`src/rtl/instr_prefetch.sv`:
```
// rtl/instr_prefetch.sv - instruction prefetch FIFO between synchronous ROM and core fetch port
module instr_prefetch #(
    parameter int ADDR_W = 16,
    parameter int DATA_W = 32,
    parameter int DEPTH  = 4
) (
    input  logic              Clock,
    input  logic              nReset,
    input  logic [ADDR_W-1:0] FetchAddr,
    input  logic              FetchReq,
    output logic [DATA_W-1:0] InstrData,
    output logic              InstrValid,
    output logic [ADDR_W-1:0] RomAddr,
    output logic              RomReadEn,
    input  logic [DATA_W-1:0] RomData
);

    localparam int PW = $clog2(DEPTH);
    localparam int CW = PW + 1;
    localparam logic [ADDR_W-1:0] WORD_STEP = ADDR_W'(4);
    localparam logic [ADDR_W-1:0] ALIGN_MASK = ~ADDR_W'(3);
    localparam logic [CW:0] DEPTH_C = (CW+1)'(DEPTH);

    typedef enum logic {IDLE, STREAM} state_t;

    state_t            state_q, state_d;
    logic [CW-1:0]     count_q, count_d;
    logic [PW-1:0]     rd_ptr_q, rd_ptr_d;
    logic [PW-1:0]     wr_ptr_q, wr_ptr_d;
    logic [ADDR_W-1:0] head_addr_q, head_addr_d;
    logic [ADDR_W-1:0] next_addr_q, next_addr_d;
    logic              pend_q, pend_d;
    logic [DATA_W-1:0] mem_q [DEPTH];

    logic [ADDR_W-1:0] fetch_word;
    logic [CW:0]       in_flight;
    logic              redirect, avail, hit, from_fifo, pop, bypass, push, prefetch;

    always_comb begin
        fetch_word = FetchAddr & ALIGN_MASK;
        // Gated by reset so the ROM request drops the moment nReset falls.
        redirect   = nReset && FetchReq && (state_q == IDLE || fetch_word != head_addr_q);
        from_fifo  = (count_q != '0);
        avail      = (state_q == STREAM) && (from_fifo || pend_q);
        hit        = FetchReq && !redirect && avail;
        pop        = hit && from_fifo;
        bypass     = hit && !from_fifo;
        push       = pend_q && !redirect && !bypass;
        in_flight  = {1'b0, count_q} + {{CW{1'b0}}, pend_q};
        // A same-cycle hit frees a slot, so a full buffer can still issue a read.
        prefetch   = (state_q == STREAM) && !redirect && ((in_flight < DEPTH_C) || hit);

        InstrValid = hit;
        InstrData  = hit ? (from_fifo ? mem_q[rd_ptr_q] : RomData) : '0;
        RomReadEn  = redirect || prefetch;
        RomAddr    = redirect ? fetch_word : next_addr_q;

        state_d     = state_q;
        count_d     = count_q;
        rd_ptr_d    = rd_ptr_q;
        wr_ptr_d    = wr_ptr_q;
        head_addr_d = head_addr_q;
        next_addr_d = next_addr_q;
        pend_d      = pend_q;

        if (redirect) begin
            state_d     = STREAM;
            count_d     = '0;
            rd_ptr_d    = '0;
            wr_ptr_d    = '0;
            head_addr_d = fetch_word;
            next_addr_d = fetch_word + WORD_STEP;
            pend_d      = 1'b1;
        end else begin
            count_d  = count_q + CW'(push) - CW'(pop);
            rd_ptr_d = rd_ptr_q + PW'(pop);
            wr_ptr_d = wr_ptr_q + PW'(push);
            pend_d   = prefetch;
            if (hit)      head_addr_d = head_addr_q + WORD_STEP;
            if (prefetch) next_addr_d = next_addr_q + WORD_STEP;
        end
    end

    always_ff @(posedge Clock or negedge nReset) begin
        if (!nReset) begin
            state_q     <= IDLE;
            count_q     <= '0;
            rd_ptr_q    <= '0;
            wr_ptr_q    <= '0;
            head_addr_q <= '0;
            next_addr_q <= '0;
            pend_q      <= 1'b0;
        end else begin
            state_q     <= state_d;
            count_q     <= count_d;
            rd_ptr_q    <= rd_ptr_d;
            wr_ptr_q    <= wr_ptr_d;
            head_addr_q <= head_addr_d;
            next_addr_q <= next_addr_d;
            pend_q      <= pend_d;
        end
    end

    always_ff @(posedge Clock) begin
        if (push) mem_q[wr_ptr_q] <= RomData;
    end

endmodule

```
`config.mk`:
```
export PLATFORM = sky130hd
export DESIGN_NAME = instr_prefetch
export DESIGN_NICKNAME = d
export VERILOG_FILES = /design/src/rtl/instr_prefetch.sv
export SDC_FILE = /design/constraint.sdc
export NUM_CORES = 1
export LEC_CHECK = 0
export CORE_MARGIN = 1.5
export CORE_UTILIZATION = 55
export CTS_CLUSTER_SIZE = 10
export DETAILED_ROUTE_END_ITERATION = 10
export MAX_ROUTING_LAYER = met4
export PLACE_DENSITY = 0.84
export SETUP_SLACK_MARGIN = 0.3
export SYNTH_ARGS = -nofsm -noshare
export SYNTH_HDL_FRONTEND = slang
export SYNTH_SLANG_ARGS = --single-unit
```
`constraint.sdc`:
```
create_clock -name Clock -period 8.4 [get_ports Clock]
set_input_delay 1.68 -clock Clock [delete_from_list [all_inputs] [get_ports Clock]]
set_output_delay 1.68 -clock Clock [all_outputs]
set_load 0.03 [all_outputs]
```
# Yosys cells after proc, flatten, opt, wreduce, memory -nomap -nowiden
# Memories as Yosys holds them, arrays and structs flattened.
# Cells that the tools add are included.
# W data, S select, Z words.
[totals]
regBits = 41
latchBits = 0
ramBits = 128
romBits = 0
in_bits = 51
mem_count = 1
[mem_list]
columns = ["name", "depth", "word_bits", "rd", "rd_clocked_by_memory_dff", "write_ports", "line", "text"]
rows = [
  ["mem_q", 4, 32, 1, 0, 1, "33", "logic [DATA_W-1:0] mem_q [DEPTH];"],
]
[classes]
n_addsub = 8
multipliers = 0
div = 0
n_lt_le_gt_ge = 1
n_eq_ne = 1
shifts = 0
muxes = 13
bitwise_logic = 1
reduce_logical = 21
[op_table]
columns = ["op", "count"]
rows = [
  ["$mux W16", 5],
  ["$mux W32", 2],
  ["$add A16 B3 Y16 const B", 3],
  ["$ne A16 B16 Y1", 1],
  ["$logic_and A1 B1 Y1", 11],
  ["$add A2 B1 Y2", 2],
  ["$add A3 B1 Y4", 1],
  ["$logic_or A1 B1 Y1", 4],
  ["$lt A4 B3 Y1 const B", 1],
  ["$mux W2", 2],
  ["$reduce_bool A2 Y1", 2],
  ["$add A3 B1 Y3", 1],
  ["$logic_not A1 Y1", 3],
  ["$mux W1", 3],
  ["$mux W3", 1],
  ["$reduce_bool A3 Y1", 1],
  ["$sub A3 B1 Y3", 1],
  ["$not A1 Y1", 1],
]

# Depth between registers and ports, before layout
# Gate-level depths: netlist of run 1.
[depth]
ltp_word = 12
ltp_mapped = 13
ltp_nobuf = 11

# Least setup slack after synthesis of run 1
# OpenSTA, ideal clock, no wires.
[synth_path]
kind = "input to register"
from = "in FetchAddr[8]"
to = "mem mem_q[1][0] (enable)"
setup_time_ns = 0.468
arrival_time_ns = 5.336
required_time_ns = 7.932
setup_slack_ns = 2.596
path_stages = 9
n_path_buf = 2
path_cell_list = "xnor2_1 -> nand4_1 -> or4_1 -> buf_2 -> a21oi_1 -> and3_1 -> buf_2 -> or3_1 -> nor3b_1"
[synth_between]
elab_chain_len = 11
elab_cells_between_ends = 12
cone_classes = "eq/ne (1); mux (2); reduce/logical (9)"
[synth_rtl]
columns = ["item", "line", "text"]
rows = [
  ["start, declared", "9", "input logic [ADDR_W-1:0] FetchAddr,"],
  ["$ne A16 B16 Y1 *", "42", "redirect = nReset && FetchReq && (state_q == IDLE || fetch_word != head_addr_q);"],
  ["$logic_or A1 B1 Y1 *", "42", ""],
  ["$logic_and A1 B1 Y1 *", "42", ""],
  ["$logic_not A1 Y1 *", "45, 48", ""],
  ["$logic_and A1 B1 Y1 (2 in a row)", "45", "hit = FetchReq && !redirect && avail;"],
  ["$logic_and A1 B1 Y1", "47", "bypass = hit && !from_fifo;"],
  ["$logic_not A1 Y1", "48", "push = pend_q && !redirect && !bypass;"],
  ["$logic_and A1 B1 Y1 *", "48", ""],
  ["$mux W1 *", "105", "if (push) mem_q[wr_ptr_q] <= RomData;"],
  ["$mux W1 (not written as such) *", "105", ""],
  ["end, declared", "33", ""],
]
# Every way passes the cells marked *; elsewhere a longest branch is shown, timed or not.

# Worst setup path after layout of run 1
[layout_path]
from = "in FetchAddr[3]"
to = "out InstrData[6]"
[layout_between]
elab_chain_len = 7
[layout_rtl]
columns = ["item", "line", "text"]
rows = [
  ["$ne A16 B16 Y1", "42", ""],
  ["$logic_or A1 B1 Y1", "42", ""],
  ["$logic_and A1 B1 Y1", "42", ""],
  ["$logic_not A1 Y1", "45", ""],
  ["$logic_and A1 B1 Y1 (2 in a row)", "45", ""],
  ["$mux W32", "54", "InstrData = hit ? (from_fifo ? mem_q[rd_ptr_q] : RomData) : '0;"],
  ["end, declared", "11", "output logic [DATA_W-1:0] InstrData,"],
]
# No other way between the ends.

==> results of run 1 <==
## worst max-delay path: stages
cell and delay, ns:
sky130_fd_sc_hd__clkdlybuf4s50_1 0.57, sky130_fd_sc_hd__xnor2_1 0.27, sky130_fd_sc_hd__nand4_1 0.17, sky130_fd_sc_hd__or4_1 0.76, sky130_fd_sc_hd__a211oi_4 0.95, sky130_fd_sc_hd__buf_4 0.35, sky130_fd_sc_hd__a22o_1 0.19, sky130_fd_sc_hd__clkdlybuf4s50_1 0.68
## worst min path at each step
stage               startpoint         endpoint  depth (start not counted)
2_1_floorplan  next_addr_q[12]  next_addr_q[12]                          2
3_3_place_gp   next_addr_q[12]  next_addr_q[12]                          2
3_5_place_dp   next_addr_q[15]  next_addr_q[15]                          2
4_1_cts        next_addr_q[15]  next_addr_q[15]                          2
5_1_grt        next_addr_q[15]  next_addr_q[15]                          2
6_report       next_addr_q[15]  next_addr_q[15]                          2
## state kept, by name (all words and copies together) (netlist names)
signal / cells
count_q: 3
head_addr_q: 14
mem_q: 128
next_addr_q: 14
pend_q: 1
rd_ptr_q: 2
state_q: 1
wr_ptr_q: 2
## cell usage in the layout (no fill, tap or decap), types with 5 or more instances in the layout
cell / count
sky130_fd_sc_hd__and2_1: 8
sky130_fd_sc_hd__edfxtp_1: 128
sky130_fd_sc_hd__xnor2_1: 26
sky130_fd_sc_hd__nand4_1: 7
sky130_fd_sc_hd__buf_4: 12
sky130_fd_sc_hd__inv_1: 12
sky130_fd_sc_hd__clkbuf_16: 17
sky130_fd_sc_hd__o21ai_0: 15
sky130_fd_sc_hd__nand3_1: 20
sky130_fd_sc_hd__a22o_1: 32
sky130_fd_sc_hd__dfrtp_1: 36
sky130_fd_sc_hd__o311ai_0: 14
sky130_fd_sc_hd__clkinv_1: 5
sky130_fd_sc_hd__nand2_1: 40
sky130_fd_sc_hd__nor2_1: 15
sky130_fd_sc_hd__clkdlybuf4s50_1: 95
sky130_fd_sc_hd__mux4_2: 32
sky130_fd_sc_hd__and3_1: 11
sky130_fd_sc_hd__a21oi_1: 15
sky130_fd_sc_hd__ha_1: 5
## per-layer routing
metal	vias to the layer above	global-route usage	wire, um
met5	-	-	0
met2	235	0.380	8140
li1	2206	-	-
met4	0	0.0841	214
met3	19	0.0556	1080
met1	2492	0.340	6960
## synthesized netlist by cell type (all sizes together), types with 2 or more instances
cell type    n  area share
edfxtp     128        0.51
a22oi        4      0.0040
dfrtp       37        0.12
mux2i        3      0.0040
buf         18       0.016
and2         8      0.0067
o22ai        2      0.0017
a21oi       15       0.010
o31ai        4      0.0040
xor2         2      0.0023
nor3         5      0.0033
nor3b        2      0.0020
a22o        32       0.037
mux2         4      0.0060
nand3       20       0.013
nand2       41       0.021
inv         12      0.0060
o311ai      14       0.016
o211a        4      0.0053
xnor2       26       0.030
a222oi       2      0.0027
mux4        32       0.096
and4         2      0.0023
ha           5      0.0083
nor4         2      0.0025
clkbuf      12      0.0060
o21ai       19       0.013
nand4        7      0.0058
and3        12       0.010
nand2b       2      0.0017
o211ai       2      0.0020
nor2        15      0.0075
## where the power goes
part	switching [mW]	internal, mW	total [mW]	leakage, nW
sequential	0.125	1.13	1.25	1.62
clock	0.314	0.435	0.749	0.269
combinational	0.640	0.533	1.17	1.36
## layout make-up
class	count	area, um2
flip-flops and latches	165	4770
fillers	884	4100
multi-input cells	300	2550
repair buffers	108	1050
clock buffers	18	429
well taps	176	220
clock inverters	13	133
inverters	13	48.8
## through the flow
stage / power, mW / instances / area (um2) / util
3_5_place_dp: 2.44 / 762 / 8640 / 0.650
3_3_place_gp: 2.40 / 762 / 8640 / 0.650
4_1_cts: 3.19 / 793 / 9200 / 0.692
5_1_grt: 3.32 / 793 / 9200 / 0.692
6_report: 3.18 / 793 / 9200 / 0.692
2_1_floorplan: 2.05 / 508 / 7520 / -
## kinds of logic after synthesis
| logic type | share of synthesized area |
|---|---|
| adder cells (fa/ha/maj) | 0.0110 |
| XOR/XNOR | 0.0326 |
| buffers and inverters | 0.0285 |
| other | 0.000499 |
| AO/OA/AOI/OAI | 0.107 |
| AND/OR/NAND/NOR | 0.0793 |
| multiplexers | 0.106 |
| flip-flops | 0.635 |
==> qor.log, run 1 <==
[setup_path] Setup crit end InstrData[6]
[yosys] mean area per synthesized cell 14.8 um2
[setup_path] Setup CP Type in -> out
[sta] setup TNS 0 ns
[grt] vias in the first global route 4927
[finish] synthesis-to-finish area growth 22.4%
[drt] Detailed Route Iter0 Violations 564
[setup_path] data arrival time of the critical path 5.64 ns
[setup_path] critical path startpoint category primary input
[run] number of maximum-capacitance constraint violations 0
[yosys] number of distinct library cells after synthesis 52
[floorplanning] initial standard-cell utilization of the core 0.565
[drt] number of remaining DRC errors 0
[min_path] worst hold path class reg -> reg
[yosys] commonest register cell after synthesis sky130_fd_sc_hd__edfxtp_1
[setup_path] critical path startpoint FetchAddr[3]
[setup_path] source of the worst register-to-register timing path head_addr_q[13]
[floorplanning] Die ar. 14400 um2
[drt] number of search-and-repair iterations in the first detailed-routing pass 6
[setup_path] Required @ worst endpoint 6.72 ns
[placement] setup slack at placement 1.12 ns
[run_status] result of the run completed
[pwr] worst vdd rail ir drop 171 uV
[clocking] count of buffers added by post-CTS timing repair for setup 0
[yosys] number of flops mapped to enable cells by yosys 128
[placement] gpl congestion 0.901
[sta] endpoints failing setup 0
[floorplanning] area inside the core boundary 13300 um2
[sta] minimum clock period 7.32 ns
[sta] fmax 137 MHz
[yosys] fraction of synthesis flops using an asynchronous set or reset pin 0.224
[sta] slew at the pin closest to its max-slew limit 1.13 ns
[drt] routed via count divided by cell count 6.24
[drt] Total Wirelength 16.4 mm
[grt] wire length of the first global-routing pass 26.3 mm
[yosys] total of warnings raised by yosys 0
[yosys] cell area after synthesis 7510 um2
[clocking] CTS resizes 0
[clocking] clock latency reported for the late side of the worst-skew pair 0.43 ns
[sta] final hold slack 0.472 ns
[clocking] largest buffer count on any clock path 2
[drt] routed wire length per instance 20.7 um
[clocking] Inserted Clock Buffers 17
[grt] total global routing track utilization 0.250
[setup_path] Worst R2R End mem_q[2][10]
[placement] Port Buffers 96
[floorplanning] Die Span Y 120 um
[sta] count of pins over their slew limit 0
[sta] setup slack of the critical path after layout 1.08 ns
[clocking] hold buffer count at cts 0
[yosys] post-synthesis cell count 507
[sta] RSZ-0062 raised after global routing false
[pwr] leakage power of the design 3.25 nW
[drt] count of antenna-violating nets left after detailed routing 0
[grt] total overflow reported by the global router 0
[drt] via count 4952
[pwr] areal power density over the cells 345 nW/um2
[placement] dpl hpwl 10.5 mm
[clocking] clock root buffer sky130_fd_sc_hd__clkbuf_16
[floorplanning] die outline width 120 um
[yosys] register area share after synthesis 0.635
[clocking] clock slew at reported path FFs 0.06 ns
[finish] Final nets 662
[grt] number of antenna violations at the first check in global routing 0
[finish] layout cells sized above 1 0.139
[yosys] synthesized flop and latch total 165
[setup_path] R2R Setup Slk 4.23 ns
[setup_path] kind of end point of the critical path primary output
[sta] Final period util 0.871
[sta] total count of hold-check failures in the final report 0
[sta] Clock Skews 0.0121 ns
[floorplanning] I/O pin count 101
[setup_path] largest driver fanout on the critical path 19
[clocking] clk sinks 165
[clocking] Max H-tree Level 4
[setup_path] logic depth of the worst register-to-register path 8
[finish] Antenna Cells 0
[grt] maximum number of pins on one net before global-route repair 39
[floorplanning] number of rows in the core area 42
[clocking] TritonCTS clock tree yes
[sta] Rel. slew slack 0.242
Power figures use the tool's default switching activity.
==> inputs of run 2 (changes only) <==
--- a/config.mk
+++ b/config.mk
@@ -9,9 +9,9 @@
 export CORE_UTILIZATION = 55
 export CTS_CLUSTER_SIZE = 10
 export DETAILED_ROUTE_END_ITERATION = 10
-export MAX_ROUTING_LAYER = met4
 export PLACE_DENSITY = 0.84
 export SETUP_SLACK_MARGIN = 0.3
+export SLEW_MARGIN = 30
 export SYNTH_ARGS = -nofsm -noshare
 export SYNTH_HDL_FRONTEND = slang
 export SYNTH_SLANG_ARGS = --single-unit
==> run 2 against run 1 <==
  * Wire length up 2.7%
  * Global-route usage grew 0.094 points
  * Sequential power is essentially flat
  * Clock skew fell by 0.0029 ns
  * Clock-buffer cell count decreased by 1
  * Clock power decreased by 2%
  * Critical endpoint is now InstrData[30]
  * Largest power group unchanged
  * Core utilization up 0.10 points
  * Sequential share of layout area decreased by 0.077 points
  * First-iteration DRC count up 5.9%
  * Worst setup slack gained 0.21 ns
  * Non-clock buffer count is the same
  * Largest cell class unchanged
==> qor.log, run 2 (same netlist as run 1, synthesis figures left out) <==
[pwr] power dissipated by switching net loads 1.10 mW [+1.8%]
[finish] synthesis-to-finish area growth 22.6%
[drt] routed via count divided by cell count 6.33 [+1.4%]
[clocking] count of buffers added by post-CTS timing repair for setup 0 [unchanged]
[sta] fmax 141 MHz [+3.0%]
[pwr] clock power share 0.231 [-0.005]
[clocking] clock root buffer sky130_fd_sc_hd__clkbuf_16
[sta] RSZ-0062 raised after global routing false
[pwr] switch share 0.346 [+0.00658]
[floorplanning] Die ar. 14400 um2 [unchanged]
[drt] routed wire length per instance 21.2 um [+2.7%]
[floorplanning] area inside the core boundary 13300 um2 [unchanged]
[clocking] largest buffer count on any clock path 2 [unchanged]
[finish] register name with the most flops mem_q
[setup_path] kind of end point of the critical path primary output
[pwr] overall power 3.17 mW [about the same]
[clocking] Inserted Clock Buffers 17 [unchanged]
[drt] count of antenna-violating nets left after detailed routing 0 [unchanged]
[finish] end-of-flow core utilization 0.693 [+0.00104]
[clocking] clock latency reported for the late side of the worst-skew pair 0.43 ns [about the same]
[sta] total count of hold-check failures in the final report 0 [unchanged]
[floorplanning] initial standard-cell utilization of the core 0.565 [unchanged]
[clocking] TritonCTS clock tree yes
[pwr] cell internal power dissipation 2.07 mW [-1.1%]
[setup_path] Required @ worst endpoint 6.72 ns [about the same]
[finish] post-route non-filler standard cell count 793 [unchanged]
[run_status] result of the run completed
[clocking] hold buffer count at cts 0 [unchanged]
[finish] leading cell type in the layout, fill and taps excluded sky130_fd_sc_hd__edfxtp_1
[sta] Clock Skews 0.00914 ns [-0.00293 ns]
[grt] total overflow reported by the global router 0 [unchanged]
[floorplanning] I/O pin count 101 [unchanged]
[finish] flip-flop count of the largest register after layout 128 [unchanged]
[sta] setup TNS 0 ns [unchanged]
[drt] Detailed Route Iter0 Violations 597 [+5.9%]
[grt] wire length of the first global-routing pass 27.1 mm [+3.1%]
[clocking] clk sinks 165 [unchanged]
[setup_path] data arrival time of the critical path 5.42 ns [-0.22 ns]
[sta] slew at the pin closest to its max-slew limit 0.886 ns [-0.242 ns]
[pwr] worst vdd rail ir drop 175 uV [+2.5%]
[placement] dpl hpwl 10.5 mm [+0.23%]
[finish] final std cell area, no fill 9210 um2 [+0.15%]
[min_path] worst hold path class reg -> reg
[floorplanning] number of rows in the core area 42 [unchanged]
[floorplanning] Die Span Y 120 um [unchanged]
[grt] number of antenna violations at the first check in global routing 0 [unchanged]
[placement] Port Buffers 96 [unchanged]
[placement] cell area reported after detailed placement 8660 um2 [+0.25%]
[pwr] Reg power frac 0.396 [about the same]
[floorplanning] die outline width 120 um [unchanged]
[pwr] leakage power of the design 3.26 nW [+0.54%]
[finish] largest registers mem_q: 128 flops, head_addr_q: 14 flops, next_addr_q: 14 flops
[sta] Final period util 0.846 [-0.0254]
[sta] endpoints failing setup 0 [unchanged]
[drt] number of search-and-repair iterations in the first detailed-routing pass 8 [+2]
[finish] Antenna Cells 0 [unchanged]
[pwr] Combinational Power Share 0.374 [+0.005]
[clocking] clock slew at reported path FFs 0.07 ns [about the same]
[setup_path] Setup CP Type in -> out
[drt] Total Wirelength 16.8 mm [+2.7%]
[placement] gpl congestion 0.909 [+0.88%]
[drt] number of remaining DRC errors 0 [unchanged]
[finish] layout cells sized above 1 0.147 [+0.00810]
[grt] vias in the first global route 4968 [+0.83%]
[clocking] CTS resizes 0 [unchanged]
[finish] Final nets 662 [unchanged]
[run] number of maximum-capacitance constraint violations 0 [unchanged]
[setup_path] largest driver fanout on the critical path 23 [+4]
[placement] cell count after placement 762 [unchanged]
[sta] minimum clock period 7.10 ns [-0.214 ns]
[drt] via count 5021 [+1.4%]
[finish] number of filler instances in the final layout 868 [-1.8%]
[pwr] areal power density over the cells 344 nW/um2 [-0.24%]
[sta] count of pins over their slew limit 0 [unchanged]
[sta] Rel. slew slack 0.405 [+0.163]
[setup_path] critical path startpoint category primary input
[clocking] Max H-tree Level 4 [unchanged]
[grt] total global routing track utilization 0.251 [+0.000945]
[grt] maximum number of pins on one net before global-route repair 39 [unchanged]
[finish] top library cells by usage in the layout, fill and taps aside sky130_fd_sc_hd__edfxtp_1, sky130_fd_sc_hd__clkdlybuf4s50_1, sky130_fd_sc_hd__nand2_1
-- run 2: power by group through the flow --
stage                     combinational, mW  clock [mW]  sequential (mW)
after floorplan                       0.825           0             1.23
after global placement                 1.16           0             1.25
after detailed placement               1.19           0             1.27
after CTS                              1.20       0.742             1.26
after global routing                   1.27       0.773             1.28
final                                  1.19       0.731             1.26
-- run 2: worst max-delay path, stage by stage --
cell and delay [ns]:
sky130_fd_sc_hd__clkdlybuf4s50_1 0.65, sky130_fd_sc_hd__xnor2_1 0.16, sky130_fd_sc_hd__nand3_1 0.15, sky130_fd_sc_hd__or4_1 0.88
sky130_fd_sc_hd__a211oi_4 0.75, sky130_fd_sc_hd__buf_12 0.26, sky130_fd_sc_hd__a22o_1 0.21, sky130_fd_sc_hd__clkdlybuf4s50_1 0.68
-- run 2: path summary, 6_finish.rpt --
path | slack (ns) | start | to | cells after the start
setup / recovery | 1.30 | FetchAddr[11] | InstrData[30] | 8
setup reg to reg | 4.56 | head_addr_q[4] | mem_q[3][23] | 9
hold reg to reg | 0.48 | next_addr_q[15] | next_addr_q[15] | 2
min in group asynchronous | 1.34 | nReset | head_addr_q[15] | 2
hold / removal | 0.48 | next_addr_q[15] | next_addr_q[15] | 2
max in group asynchronous | 6.70 | nReset | rd_ptr_q[0] | 2
-- run 2: stage by stage --
stage          worst slack (ns)  hold WS (ns)
6_report                   1.30         0.475
5_1_grt                    1.13         0.494
4_1_cts                    1.28         0.483
3_5_place_dp               1.31         0.464
3_3_place_gp               1.35         0.458
2_1_floorplan              2.60         0.442
-- run 2: cell type report --
type                            instances  area, um2  share of cell area
Sequential cell                       165       4770               0.518
Multi-Input combinational cell        300       2560               0.278
Timing Repair Buffer                  108       1060               0.115
Clock buffer                           17        425              0.0462
Tap cell                              176        220              0.0239
Clock inverter                         14        129              0.0140
Inverter                               13       48.8             0.00530
-- run 2: routing by layer --
layer  wire length, um  GRT usage  up-vias
li1                  -          -     2204
met1              6970      0.342     2522
met2              8380      0.403      267
met3              1210     0.0651       28
met4               277     0.0759        0
met5                 0          0        -
==> inputs of run 3 (changes only) <==
==> constraint.sdc (replaced) <==
create_clock -name Clock -period 7.2 [get_ports Clock]
set_input_delay 1.44 -clock Clock [delete_from_list [all_inputs] [get_ports Clock]]
set_output_delay 1.44 -clock Clock [all_outputs]
set_load 0.03 [all_outputs]
==> run 3 against run 2 <==
  * First-iteration DRC count shrank 9.0%
  * Hold slack gained 0.013 ns
  * Global-route usage shrank 0.84 points
  * Flip-flop and latch count is the same
  * Critical path type unchanged
==> qor.log, run 3 (same netlist as run 1, synthesis figures left out) <==
[run_status] result of the run completed
[clocking] clock slew at reported path FFs 0.06 ns [about the same]
[floorplanning] die outline width 120 um [unchanged]
[finish] multi-input gate area in the final layout 2550 um2 [-0.34%]
[finish] leading cell type in the layout, fill and taps excluded sky130_fd_sc_hd__edfxtp_1
[clocking] count of buffers added by post-CTS timing repair for setup 0 [unchanged]
[drt] count of antenna-violating nets left after detailed routing 0 [unchanged]
[grt] wire length of the first global-routing pass 26.3 mm [-2.8%]
[setup_path] Setup CP Type in -> out
[finish] Final nets 665 [+0.45%]
[clocking] largest buffer count on any clock path 2 [unchanged]
[run] number of maximum-capacitance constraint violations 0 [unchanged]
[sta] endpoints failing setup 0 [unchanged]
[grt] Global Route met2 Usage 0.376 [-0.0269]
[placement] gpl congestion 0.879 [-3.3%]
[sta] total count of hold-check failures in the final report 0 [unchanged]
[finish] number of filler instances in the final layout 869 [+0.12%]
[placement] dpl hpwl 10.4 mm [-1.2%]
[sta] Final period util 0.876
[sta] slew at the pin closest to its max-slew limit 0.892 ns [+0.00566 ns]
[sta] fmax 158 MHz
[clocking] TritonCTS clock tree yes
[setup_path] critical path startpoint FetchAddr[8]
[finish] final std cell area, no fill 9230 um2 [+0.23%]
[sta] RSZ-0062 raised after global routing false
[min_path] worst hold path class reg -> reg
[clocking] clk sinks 165 [unchanged]
[drt] number of remaining DRC errors 0 [unchanged]
[finish] top library cells by usage in the layout, fill and taps aside sky130_fd_sc_hd__edfxtp_1, sky130_fd_sc_hd__clkdlybuf4s50_1, sky130_fd_sc_hd__nand2_1
[sta] Rel. slew slack 0.401 [-0.00381]
[floorplanning] number of rows in the core area 42 [unchanged]
[placement] Port Buffers 96 [unchanged]
[drt] Detailed Route Iter0 Violations 543 [-9.0%]
[drt] routed via count divided by cell count 6.39 [+0.87%]
[clocking] clock root buffer sky130_fd_sc_hd__clkbuf_16
[finish] flip-flop count of the largest register after layout 128 [unchanged]
[clocking] clock latency reported for the late side of the worst-skew pair 0.42 ns [about the same]
[clocking] Max H-tree Level 4 [unchanged]
[finish] area of all sequential standard cells 4770 um2 [unchanged]
[grt] global routing's busiest layer met2
[floorplanning] area inside the core boundary 13300 um2 [unchanged]
[setup_path] critical path startpoint category primary input
[finish] synthesis-to-finish area growth 22.9%
[grt] number of antenna violations at the first check in global routing 0 [unchanged]
[setup_path] source of the worst register-to-register timing path head_addr_q[13]
[setup_path] data arrival time of the critical path 4.87 ns [-0.55 ns]
[clocking] Inserted Clock Buffers 17 [unchanged]
[floorplanning] initial standard-cell utilization of the core 0.565 [unchanged]
[grt] maximum number of pins on one net before global-route repair 39 [unchanged]
[placement] cell area reported after detailed placement 8660 um2 [about the same]
[grt] M3 GR Usage 0.0490 [-0.0162]
[sta] final hold slack 0.488 ns [+0.0130 ns]
[pwr] leakage power of the design 3.27 nW [+0.23%]
[sta] setup TNS 0 ns [unchanged]
[setup_path] largest driver fanout on the critical path 33 [+43%]
[setup_path] kind of end point of the critical path primary output
[finish] register name with the most flops mem_q
[floorplanning] I/O pin count 101 [unchanged]
[setup_path] Required @ worst endpoint 5.76 ns [-0.96 ns]
[drt] Total Wirelength 16.4 mm [-2.5%]
[floorplanning] Die Span Y 120 um [unchanged]
[pwr] overall power 3.72 mW [+17%]
[pwr] areal power density over the cells 403 nW/um2 [+17%]
[grt] vias in the first global route 4997 [+0.58%]
[sta] minimum clock period 6.31 ns
[setup_path] Worst R2R End mem_q[3][19]
[finish] largest registers mem_q: 128 flops, head_addr_q: 14 flops, next_addr_q: 14 flops
[finish] layout cells sized above 1 0.150 [+0.00251]
[setup_path] R2R Setup Slk 3.56 ns [-1.00 ns]
[pwr] worst vdd rail ir drop 245 uV [+40%]
[drt] via count 5084 [+1.3%]
[drt] number of search-and-repair iterations in the first detailed-routing pass 7 [-1]
[floorplanning] Die ar. 14400 um2 [unchanged]
[sta] Clock Skews 0.00763 ns [-0.00151 ns]
[finish] post-route non-filler standard cell count 796 [+0.38%]
[grt] total overflow reported by the global router 0 [unchanged]
[placement] cell count after placement 765 [+0.39%]
[clocking] CTS resizes 0 [unchanged]
[grt] total global routing track utilization 0.243 [-0.00845]
[finish] Antenna Cells 0 [unchanged]
[sta] count of pins over their slew limit 0 [unchanged]
[setup_path] Setup crit end InstrData[31]
[drt] routed wire length per instance 20.6 um [-2.9%]
[clocking] hold buffer count at cts 0 [unchanged]
[setup_path] logic depth of the worst register-to-register path 9 [unchanged]
[grt] met1 track utilization from global routing 0.343 [+0.00177]
run 3: where the power goes:
part	total, mW	internal, mW	switching (mW)	leakage [nW]
combinational	1.37	0.622	0.748	1.37
clock	0.883	0.512	0.371	0.280
sequential	1.47	1.32	0.149	1.62
run 3: worst max-delay path, cell delays in order:
cell and delay (ns):
sky130_fd_sc_hd__clkdlybuf4s50_1 0.62, sky130_fd_sc_hd__xnor2_1 0.16, sky130_fd_sc_hd__nand4_1 0.16, sky130_fd_sc_hd__or4_1 0.72, sky130_fd_sc_hd__a21oi_1 0.27, sky130_fd_sc_hd__and3_1 0.18, sky130_fd_sc_hd__buf_4 0.38, sky130_fd_sc_hd__a22o_1 0.24
sky130_fd_sc_hd__clkdlybuf4s50_1 0.71
run 3: final cells by class:
class,instances,area share
Timing Repair Buffer,111,0.116
Inverter,13,0.00529
Clock buffer,17,0.0461
Sequential cell,165,0.517
Clock inverter,14,0.0161
Tap cell,176,0.0239
Multi-Input combinational cell,300,0.276
run 3: worst min-delay path by stage:
stage | start | cells after the start | end
3_5_place_dp | next_addr_q[15] | 2 | next_addr_q[15]
4_1_cts | next_addr_q[15] | 2 | next_addr_q[15]
2_1_floorplan | next_addr_q[12] | 2 | next_addr_q[12]
6_report | next_addr_q[15] | 2 | next_addr_q[15]
5_1_grt | next_addr_q[15] | 2 | next_addr_q[15]
3_3_place_gp | next_addr_q[15] | 2 | next_addr_q[15]
run 3: through the flow:
| stage | setup slack (ns) | utilization |
|---|---|---|
| floorplan | 1.64 | - |
| global placement | 0.999 | 0.651 |
| detailed placement | 0.996 | 0.651 |
| CTS | 0.932 | 0.694 |
| global route | 0.802 | 0.694 |
| finish | 0.890 | 0.694 |
run 3: routing by layer:
metal	vias up	share of wire
li1	2207	-
met1	2594	0.42
met2	257	0.49
met3	26	0.070
met4	0	0.020
met5	-	0
